## src/rtl/bram_port_arbiter_if.sv

```systemverilog
// Bus bundle between the two requesters, the arbiter and the shared BRAM port.
// The slave modport is the arbiter's view; the master modport is the requester/BRAM side.
interface bram_port_arbiter_if #(
    parameter int DATA_WIDTH = 16,
    parameter int ADDR_WIDTH = 10
);
    logic                  req0;
    logic                  req1;
    logic                  we0;
    logic                  we1;
    logic [ADDR_WIDTH-1:0] addr0;
    logic [ADDR_WIDTH-1:0] addr1;
    logic [DATA_WIDTH-1:0] wdata0;
    logic [DATA_WIDTH-1:0] wdata1;
    logic                  gnt0;
    logic                  gnt1;
    logic                  rvalid0;
    logic                  rvalid1;
    logic [DATA_WIDTH-1:0] rdata0;
    logic [DATA_WIDTH-1:0] rdata1;
    logic [ADDR_WIDTH-1:0] mem_addr;
    logic [DATA_WIDTH-1:0] mem_data;
    logic                  mem_we;
    logic [DATA_WIDTH-1:0] mem_q;

    modport slave (
        input  req0, req1, we0, we1, addr0, addr1, wdata0, wdata1, mem_q,
        output gnt0, gnt1, rvalid0, rvalid1, rdata0, rdata1,
        output mem_addr, mem_data, mem_we
    );

    modport master (
        output req0, req1, we0, we1, addr0, addr1, wdata0, wdata1, mem_q,
        input  gnt0, gnt1, rvalid0, rvalid1, rdata0, rdata1,
        input  mem_addr, mem_data, mem_we
    );
endinterface

```

## src/rtl/bram_port_arbiter.sv

```systemverilog
// Round-robin arbiter with bounded hold sharing one synchronous BRAM port between
// the CPU load/store unit (r0) and the display fetch engine (r1).
module bram_port_arbiter #(
    parameter int DATA_WIDTH = 16,
    parameter int ADDR_WIDTH = 10,
    parameter int MAX_HOLD   = 4
) (
    input  logic                    clk,
    input  logic                    reset,
    bram_port_arbiter_if.slave      bus
);

    typedef enum logic [1:0] {
        ST_IDLE = 2'd0,
        ST_OWN0 = 2'd1,
        ST_OWN1 = 2'd2
    } state_e;

    localparam logic [2:0] MAX_HOLD_C = 3'(MAX_HOLD);

    state_e                state_q;
    state_e                state_d;
    logic                  last_q;
    logic                  last_d;
    logic [2:0]            hold_q;
    logic [2:0]            hold_d;
    logic                  rvalid0_q;
    logic                  rvalid0_d;
    logic                  rvalid1_q;
    logic                  rvalid1_d;
    logic [DATA_WIDTH-1:0] rdata0_q;
    logic [DATA_WIDTH-1:0] rdata0_d;
    logic [DATA_WIDTH-1:0] rdata1_q;
    logic [DATA_WIDTH-1:0] rdata1_d;

    logic                  req0_s;
    logic                  req1_s;
    logic                  gnt0_s;
    logic                  gnt1_s;
    logic                  mem_we_s;
    logic [ADDR_WIDTH-1:0] mem_addr_s;
    logic [DATA_WIDTH-1:0] mem_data_s;

    function automatic logic [2:0] sat_inc(input logic [2:0] cnt);
        sat_inc = (cnt == 3'd7) ? cnt : (cnt + 3'd1);
    endfunction

    // Grant decision and next-state/owner bookkeeping.
    always_comb begin
        gnt0_s  = 1'b0;
        gnt1_s  = 1'b0;
        state_d = ST_IDLE;
        last_d  = last_q;
        hold_d  = 3'd0;
        // Reset is folded in here so no grant can leak out while it is asserted.
        req0_s  = bus.req0 & reset;
        req1_s  = bus.req1 & reset;

        if (req0_s && !req1_s) begin
            gnt0_s = 1'b1;
        end else if (req1_s && !req0_s) begin
            gnt1_s = 1'b1;
        end else if (req0_s && req1_s) begin
            case (state_q)
                ST_OWN0: begin
                    if (hold_q < MAX_HOLD_C) begin
                        gnt0_s = 1'b1;
                    end else begin
                        gnt1_s = 1'b1;
                    end
                end
                ST_OWN1: begin
                    if (hold_q < MAX_HOLD_C) begin
                        gnt1_s = 1'b1;
                    end else begin
                        gnt0_s = 1'b1;
                    end
                end
                default: begin
                    if (last_q) begin
                        gnt0_s = 1'b1;
                    end else begin
                        gnt1_s = 1'b1;
                    end
                end
            endcase
        end else begin
            gnt0_s = 1'b0;
            gnt1_s = 1'b0;
        end

        if (gnt0_s) begin
            state_d = ST_OWN0;
            last_d  = 1'b0;
            hold_d  = (state_q == ST_OWN0) ? sat_inc(hold_q) : 3'd1;
        end else if (gnt1_s) begin
            state_d = ST_OWN1;
            last_d  = 1'b1;
            hold_d  = (state_q == ST_OWN1) ? sat_inc(hold_q) : 3'd1;
        end else begin
            state_d = ST_IDLE;
            hold_d  = 3'd0;
        end
    end

    // BRAM port mux: fields of the granted requester, zeros when idle.
    always_comb begin
        mem_we_s   = 1'b0;
        mem_addr_s = {ADDR_WIDTH{1'b0}};
        mem_data_s = {DATA_WIDTH{1'b0}};
        if (gnt0_s) begin
            mem_we_s   = bus.we0;
            mem_addr_s = bus.addr0;
            mem_data_s = bus.wdata0;
        end else if (gnt1_s) begin
            mem_we_s   = bus.we1;
            mem_addr_s = bus.addr1;
            mem_data_s = bus.wdata1;
        end else begin
            mem_we_s   = 1'b0;
            mem_addr_s = {ADDR_WIDTH{1'b0}};
            mem_data_s = {DATA_WIDTH{1'b0}};
        end
    end

    // Read-return tagging; the BRAM's q is only valid in the cycle after the commit,
    // so rdata passes mem_q through while rvalid is high and holds a captured copy after.
    always_comb begin
        rvalid0_d = gnt0_s & ~bus.we0;
        rvalid1_d = gnt1_s & ~bus.we1;
        if (rvalid0_q) begin
            rdata0_d = bus.mem_q;
        end else begin
            rdata0_d = rdata0_q;
        end
        if (rvalid1_q) begin
            rdata1_d = bus.mem_q;
        end else begin
            rdata1_d = rdata1_q;
        end
    end

    // Arbiter state, hold counter and read-return registers.
    always_ff @(posedge clk or negedge reset) begin
        if (!reset) begin
            state_q   <= ST_IDLE;
            last_q    <= 1'b1;
            hold_q    <= 3'd0;
            rvalid0_q <= 1'b0;
            rvalid1_q <= 1'b0;
            rdata0_q  <= {DATA_WIDTH{1'b0}};
            rdata1_q  <= {DATA_WIDTH{1'b0}};
        end else begin
            state_q   <= state_d;
            last_q    <= last_d;
            hold_q    <= hold_d;
            rvalid0_q <= rvalid0_d;
            rvalid1_q <= rvalid1_d;
            rdata0_q  <= rdata0_d;
            rdata1_q  <= rdata1_d;
        end
    end

    assign bus.gnt0     = gnt0_s;
    assign bus.gnt1     = gnt1_s;
    assign bus.mem_we   = mem_we_s;
    assign bus.mem_addr = mem_addr_s;
    assign bus.mem_data = mem_data_s;
    assign bus.rvalid0  = rvalid0_q;
    assign bus.rvalid1  = rvalid1_q;
    assign bus.rdata0   = rdata0_d;
    assign bus.rdata1   = rdata1_d;

endmodule
```

## src/flat_wrapper.sv

```systemverilog
// flat-port wrapper written by rule: the top's interface ports become plain ports
module bram_port_arbiter_flat 
#(
    parameter int DATA_WIDTH = 16,
    parameter int ADDR_WIDTH = 10,
    parameter int MAX_HOLD   = 4
)
  (clk, reset, bus_req0, bus_req1, bus_we0, bus_we1, bus_addr0, bus_addr1, bus_wdata0, bus_wdata1, bus_mem_q, bus_gnt0, bus_gnt1, bus_rvalid0, bus_rvalid1, bus_rdata0, bus_rdata1, bus_mem_addr, bus_mem_data, bus_mem_we);
  bram_port_arbiter_if #(.DATA_WIDTH(DATA_WIDTH), .ADDR_WIDTH(ADDR_WIDTH)) bus_i ();
  input  logic clk;
  input  logic reset;
  input wire logic [$bits(bus_i.req0)-1:0] bus_req0;
  input wire logic [$bits(bus_i.req1)-1:0] bus_req1;
  input wire logic [$bits(bus_i.we0)-1:0] bus_we0;
  input wire logic [$bits(bus_i.we1)-1:0] bus_we1;
  input wire logic [$bits(bus_i.addr0)-1:0] bus_addr0;
  input wire logic [$bits(bus_i.addr1)-1:0] bus_addr1;
  input wire logic [$bits(bus_i.wdata0)-1:0] bus_wdata0;
  input wire logic [$bits(bus_i.wdata1)-1:0] bus_wdata1;
  input wire logic [$bits(bus_i.mem_q)-1:0] bus_mem_q;
  output wire logic [$bits(bus_i.gnt0)-1:0] bus_gnt0;
  output wire logic [$bits(bus_i.gnt1)-1:0] bus_gnt1;
  output wire logic [$bits(bus_i.rvalid0)-1:0] bus_rvalid0;
  output wire logic [$bits(bus_i.rvalid1)-1:0] bus_rvalid1;
  output wire logic [$bits(bus_i.rdata0)-1:0] bus_rdata0;
  output wire logic [$bits(bus_i.rdata1)-1:0] bus_rdata1;
  output wire logic [$bits(bus_i.mem_addr)-1:0] bus_mem_addr;
  output wire logic [$bits(bus_i.mem_data)-1:0] bus_mem_data;
  output wire logic [$bits(bus_i.mem_we)-1:0] bus_mem_we;
  assign bus_i.req0 = bus_req0;
  assign bus_i.req1 = bus_req1;
  assign bus_i.we0 = bus_we0;
  assign bus_i.we1 = bus_we1;
  assign bus_i.addr0 = bus_addr0;
  assign bus_i.addr1 = bus_addr1;
  assign bus_i.wdata0 = bus_wdata0;
  assign bus_i.wdata1 = bus_wdata1;
  assign bus_i.mem_q = bus_mem_q;
  assign bus_gnt0 = bus_i.gnt0;
  assign bus_gnt1 = bus_i.gnt1;
  assign bus_rvalid0 = bus_i.rvalid0;
  assign bus_rvalid1 = bus_i.rvalid1;
  assign bus_rdata0 = bus_i.rdata0;
  assign bus_rdata1 = bus_i.rdata1;
  assign bus_mem_addr = bus_i.mem_addr;
  assign bus_mem_data = bus_i.mem_data;
  assign bus_mem_we = bus_i.mem_we;
  bram_port_arbiter #(.DATA_WIDTH(DATA_WIDTH), .ADDR_WIDTH(ADDR_WIDTH), .MAX_HOLD(MAX_HOLD)) u_core (.clk(clk), .reset(reset), .bus(bus_i));
endmodule
```

## config.mk

```make
export PLATFORM = sky130hd
export DESIGN_NAME = bram_port_arbiter_flat
export DESIGN_NICKNAME = d
export VERILOG_FILES = /design/src/rtl/bram_port_arbiter_if.sv /design/src/rtl/bram_port_arbiter.sv /design/src/flat_wrapper.sv
export SDC_FILE = /design/constraint.sdc
export NUM_CORES = 1
export LEC_CHECK = 0
export BUFFER_PORTS_ARGS = -buffer_cell sky130_fd_sc_hd__buf_2
export CORE_ASPECT_RATIO = 0.5
export CORE_MARGIN = 3
export CORE_UTILIZATION = 41
export DETAILED_ROUTE_END_ITERATION = 16
export GPL_ROUTABILITY_DRIVEN = 1
export PLACE_DENSITY = 0.8
export SLEW_MARGIN = 0
export SYNTH_ARGS = -nofsm -noshare
export SYNTH_HDL_FRONTEND = slang
export SYNTH_SLANG_ARGS = --single-unit
```

## constraint.sdc

```tcl
create_clock -name clk -period 3.1 [get_ports clk]
set_input_delay 0.93 -clock clk [delete_from_list [all_inputs] [get_ports clk]]
set_output_delay 0.93 -clock clk [all_outputs]
set_load 0.01 [all_outputs]
```

==> results.md, run 1 <==
- Asr flop ratio synth: 1.00
- Drt via density: 5.25
- Hold buffers post-CTS: 0
- FMAX: 323 MHz
- Placement Cell Area: 0.00265 mm^2
- Critical path fanouts, max: 7
- Cells after Synth: 142
- Top-count cell post-synth: dfrtp_1
- Total gr overflow: 0
- EDFF count, synth: 0
- Post-route ant nets: 0
- Largest net degree at the start of global routing: 39
- Tightest Pin Transition: 760 ps
- Layout Cells excl Fill: 340
- Placed cell count: 324
- Worst endpoint required time: 2170 ps
- CTS tree: done
- Row Count: 16
- Clock Pin Slew Worst Setup and Hold Paths: approximately 80 ps
- Placer Congestion: 0.840
- Chip height: ~55 um
- Vias in the first global route: 1823
- Netlist cell types: 26
- RSZ-0062 raised after global routing: true
- Register bit count reported by yosys: 40
- Crit path kind: register to primary output
- Setup tns final: 0 ps
- Syn avg cell area: ~14 um^2
- CP endpoint kind: primary output
- Max_cap viols: 0
- 1st-pass router iterations: 4
- Fin Hold WS: ~480 ps
- Area growth syn-to-layout: 50.8%
- Synthesized net count: 220
- Layout Nets: 363
- Share of layout cells above drive strength 1: 0.671
- CTS H-Tree Depth: 2
- Buffers on Ports: 136
- Arrival time at the worst endpoint: about 2200 ps
- Main area contributors after synthesis: dfrtp_1 50%, mux2_2 15%, a22o_1 13%, mux2_1 4.1%, buf_6 2.9%
- Via count of the routed design: 1785
- Max-slew headroom: 0.493
- Die ar.: roughly 0.0056 mm^2
- Crit-path cells: buf_4 -> ha_4 -> mux2_4 -> o2111ai_4 -> o21ai_4 -> buf_12 -> a22o_1 -> buf_2
- Post-Syn Area: between 0.0015 and 0.002 mm^2
- Worst setup SP type: register
- Max Root-Sink Buffers: 2
- Initial antenna violation count: 0
- Tightest Hold Check Type: input pin to asynchronous set/reset pin
- Final clock period utilization by the worst path: 0.999
- Peak VDD IR: ~0.25 mV
- Status: finished clean
- Clk Latency, worst-skew pair: 290 ps
- Commonest cells in the netlist: 39 x dfrtp_1, 28 x a22o_1, 25 x mux2_2, 7 x mux2_1, 6 x nand2_1
- # setup viols final: 0
- Leakage: 1.52 nW
- # diodes: 0
- Global-route wire length before repair: 8340 um
- Top Ports: ~140
- WL per Instance: approximately 17 um
- Clock Skew: ~5.7 ps
- PD cells: 592 mW/mm^2
- Cts bufs inserted: 5
- Sink Count: 40
- Share of the synthesized area in the top cell type: 0.503
- Final Core Density: 0.696
- Post-route minimum period: 3100 ps
- Worst path max stage delay: 410 ps
- 1st-iter DRT viols: 67
- Synth Warn #: 0
- Root buf cell: clkbuf_8
- Count of final hold-check violations: 0
- Initial core utilization: 0.461
- Slowest-stage cell, CP: dfrtp_1
- Slew Limit Fails: 0
- DRC errors left: 0
- Die X: between 100 and 150 um
- CORE AREA: 0.00420 mm^2
- HPWL after detailed placement: 4140 um
- Final wirelength: 5810 um
- Main synth FF type: dfrtp_1
- Tot GR Track Use: 0.197
- Fillers: 302
- Post-synthesis sequential area ratio: 0.517
- Finished Cell Area: around 0.0029 mm^2
- Cell accounting for the most synthesized area: dfrtp_1
registers in the layout (all words and copies together), names as in the netlist:
| register | cells |
|---|---|
| u_core.state_q | 2 |
| u_core.rdata1_q | 16 |
| u_core.bus.rvalid0 | 1 |
| u_core.bus.rvalid1 | 1 |
| u_core.rdata0_q | 16 |
| u_core.last_q | 1 |
| u_core.hold_q | 3 |
per-layer routing:
layer / GRT usage / routed length [um] / vias to the layer above
li1: - / - / 814
met1: 0.212 / 2140 / 873
met2: 0.377 / 3130 / 82
met3: 0.0445 / 406 / 16
met4: 0.0925 / 133 / 0
met5: 0 / 0 / -
layout make-up:
class,count,area [um^2],area share
clock buffers,6,72.6,0.0248
clock inverters,2,35.0,0.0120
inverters,2,7.51,0.00257
multi-input cells,89,913,0.312
flip-flops and latches,40,1000,0.343
well taps,54,67.6,0.0231
repair buffers,147,827,0.283
metrics by stage:
step / setup WS [ps] / total power [mW]
2_1_floorplan: 421 / 1.02
3_3_place_gp: 93.4 / 1.25
3_5_place_dp: 32.1 / 1.28
4_1_cts: 14.3 / 1.71
5_1_grt: -67.5 / 1.83
6_report: 4.20 / 1.73
repair_timing:
item                       in CTS  in global routing
pin swaps                       0                  2
setup buffers                   2                  3
setup endpoints to repair      27                 27
gates resized for setup         5                  8
gates cloned                    0                  3
path summary, 6_finish.rpt:
check	from	endpoint	slack (ps)	cells after the start
worst max-delay path	u_core.state_q[1]	bus_mem_data[12]	4	8
worst min-delay path	reset	u_core.state_q[0]	480	1
worst max register to register	u_core.state_q[1]	u_core.hold_q[2]	1220	7
worst min register to register	u_core.rdata0_q[15]	u_core.rdata0_q[15]	480	1
max in group asynchronous	reset	u_core.rdata1_q[9]	1900	2
min in group clk	u_core.rdata0_q[15]	u_core.rdata0_q[15]	480	1
cells by family (layout without fill, tap and decap cells):
group	after synthesis	in the layout	synth area share
compound gates	36	36	0.166
xor+xnor	1	1	0.00452
fa+ha+maj	4	4	0.0258
buf+inv	13	157	0.0471
flops	40	40	0.517
mux	35	35	0.204
simple gates	13	13	0.0355
critical path, delay by kind of cell (launching register included):
kind | cells | cell delay, ps
AO/OA/AOI/OAI | 3 | 590
adder cells (fa/ha/maj) | 1 | 150
buffers and inverters | 3 | 460
flip-flops | 1 | 410
multiplexers | 1 | 280
cells in the final DEF (no fill, tap or decap), types with 2 or more instances in the layout:
cell type  count
dfrtp_1       39
a21oi_1        3
a22o_1        28
mux2_2        25
mux2_1         7
buf_12         2
buf_4          6
clkbuf_16      2
nand2_1        5
clkbuf_8       5
buf_2        136
ha_2           2
report_power, final:
part           internal [mW]  switching [mW]  total, mW
clock network          0.239           0.174      0.412
logic                  0.320           0.304      0.624
registers              0.649          0.0463      0.696
total                   1.21           0.524       1.73
Note: power is estimated with default switching activity, not from simulation.
==> run 2, diff against run 1 <==
==> constraint.sdc (replaced) <==
create_clock -name clk -period 3.1 [get_ports clk]
set_input_delay 0.465 -clock clk [delete_from_list [all_inputs] [get_ports clk]]
set_output_delay 0.465 -clock clk [all_outputs]
set_load 0.01 [all_outputs]
==> results.md, run 2 (synthesized netlist as in run 1, its figures left out) <==
- Reg2reg setup slack: 1080 ps (was 1220 ps)
- Share of layout cells above drive strength 1: 0.633 (was 0.671)
- Row Count: 16 (unchanged)
- Clock Skew: 5.03 ps (was 5.72 ps)
- Met1 GRT Util: 0.199 (was 0.212)
- Max Root-Sink Buffers: 2 (unchanged)
- Final clock period utilization by the worst path: 0.926 (was 0.999)
- Worst setup SP type: register (unchanged)
- # setup viols final: 0 (unchanged)
- Largest net degree at the start of global routing: 40 (was 39)
- # diodes: 0 (unchanged)
- Post-route ant nets: 0 (unchanged)
- Total gr overflow: 0 (unchanged)
- Post-route minimum period: 2870 ps (was 3100 ps)
- Top delay family on crit path: simple AND/OR/NAND/NOR gates (was compound AO/OA/AOI/OAI gates)
- Pre-CTS setup slack: 540 ps (was 32.1 ps)
- Slew Limit Fails: 0 (unchanged)
- Top Ports: 137 (unchanged)
- Fillers: 342 (was 302)
- Critical path fanouts, max: 21 (was 7)
- Most frequent cells in the layout: 136 x buf_2, 39 x dfrtp_1, 28 x a22o_1 (unchanged)
- Global-route wire length before repair: 8000 um (was 8340 um)
- Cts bufs inserted: 5 (unchanged)
- 1st-pass router iterations: 4 (unchanged)
- Met2 Track Usage GR: 0.382 (was 0.377)
- Buf/Inv on CP: 3 (unchanged)
- CTS resizes: 0 (was 5)
- Slowest-stage cell, CP: and3_1 (was dfrtp_1)
- Tightest Hold Check Type: input pin to asynchronous set/reset pin (unchanged)
- Crit-path cells: inv_1 -> ha_1 -> nand2_1 -> o2111ai_1 -> and3_1 -> buf_12 -> a22o_1 -> buf_2 (was buf_4 -> ha_4 -> mux2_4 -> o2111ai_4 -> o21ai_4 -> buf_12 -> a22o_1 -> buf_2)
- Placer Congestion: 0.817 (was 0.840)
- Worst endpoint required time: 2630 ps (was 2170 ps)
- Final wirelength: 5100 um (was 5810 um)
- Peak VDD IR: 0.278 mV (was 0.253 mV)
- HPWL after detailed placement: 4010 um (was 4140 um)
- Area growth syn-to-layout: 42.0% (was 50.8%)
- Vias in the first global route: 1749 (was 1823)
- DRC errors left: 0 (unchanged)
- Max-slew headroom: 0.509 (was 0.493)
- Leakage: 1.45 nW (was 1.52 nW)
- Die ar.: 0.00564 mm^2 (unchanged)
- Die X: 103 um (unchanged)
- Chip height: 54.6 um (unchanged)
- Status: finished clean (unchanged)
- Arrival time at the worst endpoint: 2410 ps (was 2170 ps)
- FMAX: 348 MHz (was 323 MHz)
- Via count of the routed design: 1662 (was 1785)
- Largest registers: u_core.rdata0_q: 16 flops, u_core.rdata1_q: 16 flops, u_core.hold_q: 3 flops (unchanged)
- Setup ws final: 228 ps (was 4.20 ps)
- Global route hottest layer: met2 (unchanged)
- Max_cap viols: 0 (unchanged)
- Root buf cell: clkbuf_8 (unchanged)
- CORE AREA: 0.00420 mm^2 (unchanged)
- GR met3 Demand/Resource: 0.0369 (was 0.0445)
- Layout Nets: 355 (was 363)
- CTS tree: done (unchanged)
- CP endpoint kind: primary output (unchanged)
- 1st-iter DRT viols: 25 (was 67)
- Post-CTS Repair Setup Buffers: 0 (was 2)
- Drt via density: 5.01 (was 5.25)
- Sink Count: 40 (unchanged)
- Clock Pin Slew Worst Setup and Hold Paths: 80 ps (about the same)
- Tot GR Track Use: 0.189 (was 0.197)
- WL per Instance: 15.4 um (was 17.1 um)
- Buffers on Ports: 136 (unchanged)
- Commonest non-fill, non-tap cell in the layout: buf_2 (unchanged)
- Setup tns final: 0 ps (unchanged)
- PD cells: 609 mW/mm^2 (was 592 mW/mm^2)
- Initial core utilization: 0.461 (unchanged)
- CTS H-Tree Depth: 2 (unchanged)
- Worst path max stage delay: 490 ps (was 410 ps)
- Clk Latency, worst-skew pair: 290 ps (about the same)
- Count of final hold-check violations: 0 (unchanged)
- Tightest Pin Transition: 736 ps (was 760 ps)
- RSZ-0062 raised after global routing: false (was true)
- Crit path kind: register to primary output (unchanged)
- Hold buffers post-CTS: 0 (unchanged)
- Initial antenna violation count: 0 (unchanged)
-- run 2: cell type report --
class                           instances  area, um^2  area share
Sequential cell                        40        1000       0.364
Clock inverter                          3        46.3      0.0168
Inverter                                2        7.51     0.00273
Clock buffer                            5        68.8      0.0250
Tap cell                               54        67.6      0.0245
Multi-Input combinational cell         89         846       0.307
Timing Repair Buffer                  139         716       0.260
-- run 2: worst paths after layout --
path | startpoint | endpoint | cells past startpoint
max | u_core.state_q[0] | bus_mem_data[12] | 8
min | reset | u_core.last_q | 1
max reg2reg | u_core.state_q[0] | u_core.hold_q[0] | 7
max in group asynchronous | reset | u_core.rdata1_q[15] | 2
min reg2reg | u_core.rdata1_q[13] | u_core.rdata1_q[13] | 1
min in group clk | bus_we1 | u_core.bus.rvalid1 | 2
-- run 2: per-stage QoR --
stage / hold WS (ps) / cell area, um^2 / power [mW] / std cells / utilization
floorplan: 169 / 1940 / 1.02 / 142 / -
global placement: 461 / 2640 / 1.25 / 324 / 0.628
detailed placement: 468 / 2640 / 1.27 / 324 / 0.628
CTS: 195 / 2750 / 1.70 / 332 / 0.655
global route: 203 / 2750 / 1.79 / 332 / 0.655
finish: 210 / 2750 / 1.68 / 332 / 0.655
-- run 2: routing by layer --
metal,part of all wire,wire [um],vias to the layer above
met2,0.55,2810,61
met4,0.013,68,0
met1,0.38,1920,797
met5,0,0,-
met3,0.060,304,6
li1,-,-,798
-- run 2: power breakdown --
| group | total [mW] | internal (mW) | switching, mW |
|---|---|---|---|
| combinational | 0.560 | 0.280 | 0.280 |
| clock | 0.427 | 0.242 | 0.184 |
| sequential | 0.689 | 0.648 | 0.0409 |
==> run 3, diff against run 2 <==
==> constraint.sdc (replaced) <==
create_clock -name clk -period 3.1 [get_ports clk]
set_input_delay 0.155 -clock clk [delete_from_list [all_inputs] [get_ports clk]]
set_output_delay 0.155 -clock clk [all_outputs]
set_load 0.01 [all_outputs]
==> results.md, run 3 (synthesized netlist as in run 1, its figures left out) <==
- Status: finished clean (unchanged)
- Die X: 103 um (unchanged)
- Post-CTS Repair Setup Buffers: 0 (unchanged)
- Sink Count: 40 (unchanged)
- Pre-CTS setup slack: 987 ps (was 540 ps)
- Met2 wire len: 2950 um (was 2810 um)
- CTS H-Tree Depth: 2 (unchanged)
- WHS Endpoint: u_core.bus.rvalid0
- Max_cap viols: 0 (unchanged)
- Post-route ant nets: 0 (unchanged)
- Slew Limit Fails: 0 (unchanged)
- Total power: 1.59 mW (was 1.68 mW)
- Min-Delay Path Depth: 2
- Fillers: 346 (was 342)
- WP depth: 8 (unchanged)
- FF-to-FF path depth: 7 (unchanged)
- Setup ws final: 652 ps (was 228 ps)
- HPWL after detailed placement: 4160 um (was 4010 um)
- Most frequent cells in the layout: 136 x buf_2, 39 x dfrtp_1, 28 x a22o_1 (unchanged)
- Top Ports: 137 (unchanged)
- # diodes: 0 (unchanged)
- Die ar.: 0.00564 mm^2 (unchanged)
- Cts bufs inserted: 5 (unchanged)
- Clock Skew: 3.96 ps (was 5.03 ps)
- Buffers on Ports: 136 (unchanged)
- Max-slew headroom: 0.515 (was 0.509)
- CORE AREA: 0.00420 mm^2 (unchanged)
- Row Count: 16 (unchanged)
- CP endpoint kind: primary output (unchanged)
- Clock Pin Slew Worst Setup and Hold Paths: 80 ps (about the same)
- Drt via density: 5.16 (was 5.01)
- 1st-iter DRT viols: 39 (was 25)
- Setup tns final: 0 ps (unchanged)
- RR Startpoint: u_core.state_q[0] (unchanged)
- Worst setup SP type: register (unchanged)
- Root buf cell: clkbuf_8 (unchanged)
- Initial antenna violation count: 0 (unchanged)
- Leakage: 1.45 nW (about the same)
- DRC errors left: 0 (unchanged)
- Initial core utilization: 0.461 (unchanged)
- Slowest-stage cell, CP: ha_1 (was and3_1)
- CTS tree: done (unchanged)
- Global-route wire length before repair: 8110 um (was 8000 um)
- Crit-path cells: inv_1 -> ha_1 -> nand2_1 -> o2111ai_1 -> and3_1 -> buf_4 -> a22o_1 -> buf_2 (was inv_1 -> ha_1 -> nand2_1 -> o2111ai_1 -> and3_1 -> buf_12 -> a22o_1 -> buf_2)
- Largest net degree at the start of global routing: 40 (unchanged)
- Final clock period utilization by the worst path: 0.790 (was 0.926)
- 1st-pass router iterations: 4 (unchanged)
- Tightest Pin Transition: 728 ps (was 736 ps)
- Final Core Density: 0.648 (was 0.655)
- Buf/Inv on CP: 3 (unchanged)
- Tot GR Track Use: 0.193 (was 0.189)
- Total gr overflow: 0 (unchanged)
- Peak VDD IR: 0.238 mV (was 0.278 mV)
- WL per Instance: 16.1 um (was 15.4 um)
- Post-route minimum period: 2450 ps (was 2870 ps)
- Final wirelength: 5370 um (was 5100 um)
- RSZ-0062 raised after global routing: false (unchanged)
- Max Root-Sink Buffers: 2 (unchanged)
- Top Metal Used: met4 (unchanged)
- Tightest Hold Check Type: input pin to register (was input pin to asynchronous set/reset pin)
- PD cells: 585 mW/mm^2 (was 609 mW/mm^2)
- Share of layout cells above drive strength 1: 0.631 (was 0.633)
- Layout Nets: 356 (was 355)
- Met3 wire length: 373 um (was 304 um)
- Chip height: 54.6 um (unchanged)
- Via count of the routed design: 1717 (was 1662)
- # setup viols final: 0 (unchanged)
- Vias in the first global route: 1859 (was 1749)
- Placer Congestion: 0.816 (was 0.817)
- Critical path fanouts, max: 32 (was 21)
- WL met1: 1920 um (about the same)
- Worst path max stage delay: 370 ps (was 490 ps)
- Clk Latency, worst-skew pair: 290 ps (about the same)
- Arrival time at the worst endpoint: 2290 ps (was 2410 ps)
- Commonest non-fill, non-tap cell in the layout: buf_2 (unchanged)
- Largest registers: u_core.rdata0_q: 16 flops, u_core.rdata1_q: 16 flops, u_core.hold_q: 3 flops (unchanged)
- Reg2reg setup slack: 1190 ps (was 1080 ps)
- Worst r2r dst: u_core.hold_q[0] (unchanged)
- Count of final hold-check violations: 0 (unchanged)
- Hold_sp: bus_we0
- Area growth syn-to-layout: 40.5% (was 42.0%)
- Worst endpoint required time: 2940 ps (was 2630 ps)
- Crit path kind: register to primary output (unchanged)
- FMAX: 408 MHz (was 348 MHz)
- Top delay family on crit path: compound AO/OA/AOI/OAI gates (was simple AND/OR/NAND/NOR gates)
## run 3: cell types whose count changed in the layout (fill, tap and decap cells not counted)
| cell | delta |
|---|---|
| dlygate4sd3_1 | +1 |
| clkinv_2 | +2 |
| buf_4 | +1 |
| bufinv_16 | -1 |
| clkinvlp_4 | -1 |
| clkinv_4 | +1 |
| inv_6 | -1 |
| buf_12 | -1 |
## run 3: worst register-to-register path, stage by stage, from the launching register on
cell	delay [ps]
dfrtp_1	350
inv_1	60
ha_1	370
nand2_1	180
o2111ai_1	160
and3_1	220
buf_4	230
a22o_1	240
## run 3: through the flow
step / instances / instance area (um^2) / hold slack, ps
2_1_floorplan: 142 / 1940 / -141
3_3_place_gp: 324 / 2630 / 193
3_5_place_dp: 324 / 2630 / 200
4_1_cts: 333 / 2720 / 26.8
5_1_grt: 333 / 2720 / 24.8
6_report: 333 / 2720 / 35.3
## run 3: power breakdown
part	leakage [nW]	switching [mW]	internal, mW
logic	0.915	0.284	0.279
registers	0.483	0.0445	0.649
clock network	0.0479	0.182	0.157
## run 3: repair_timing
item                       in CTS  in global routing
hold buffers                    1                  0
hold endpoints to repair        1                  0
gates resized for setup         0                  0
setup endpoints to repair       0                  0
## run 3: cell type report
cell class / instances / area (um^2) / share of cell area
clock buffer: 5 / 68.8 / 0.0253
inverter: 2 / 7.51 / 0.00276
timing repair buffer: 140 / 713 / 0.262
multi-input combinational: 89 / 846 / 0.311
clock inverter: 3 / 18.8 / 0.00689
sequential: 40 / 1000 / 0.368
tap: 54 / 67.6 / 0.0248
## run 3: worst max-delay path by stage
stage / startpoint / to / slack (ps)
finish: u_core.state_q[0] / bus_mem_data[12] / 650
global placement: u_core.state_q[0] / bus_mem_data[12] / 1090
CTS: u_core.state_q[0] / bus_mem_data[12] / 660
global route: u_core.state_q[0] / bus_mem_data[12] / 520
floorplan: u_core.state_q[0] / bus_mem_data[10] / 1230
detailed placement: u_core.state_q[0] / bus_mem_data[12] / 990
## run 3: per-layer routing
metal,global-route usage,up-vias
li1,-,800
met1,0.186,830
met2,0.386,73
met3,0.0509,14
met4,0.101,0
met5,0,-
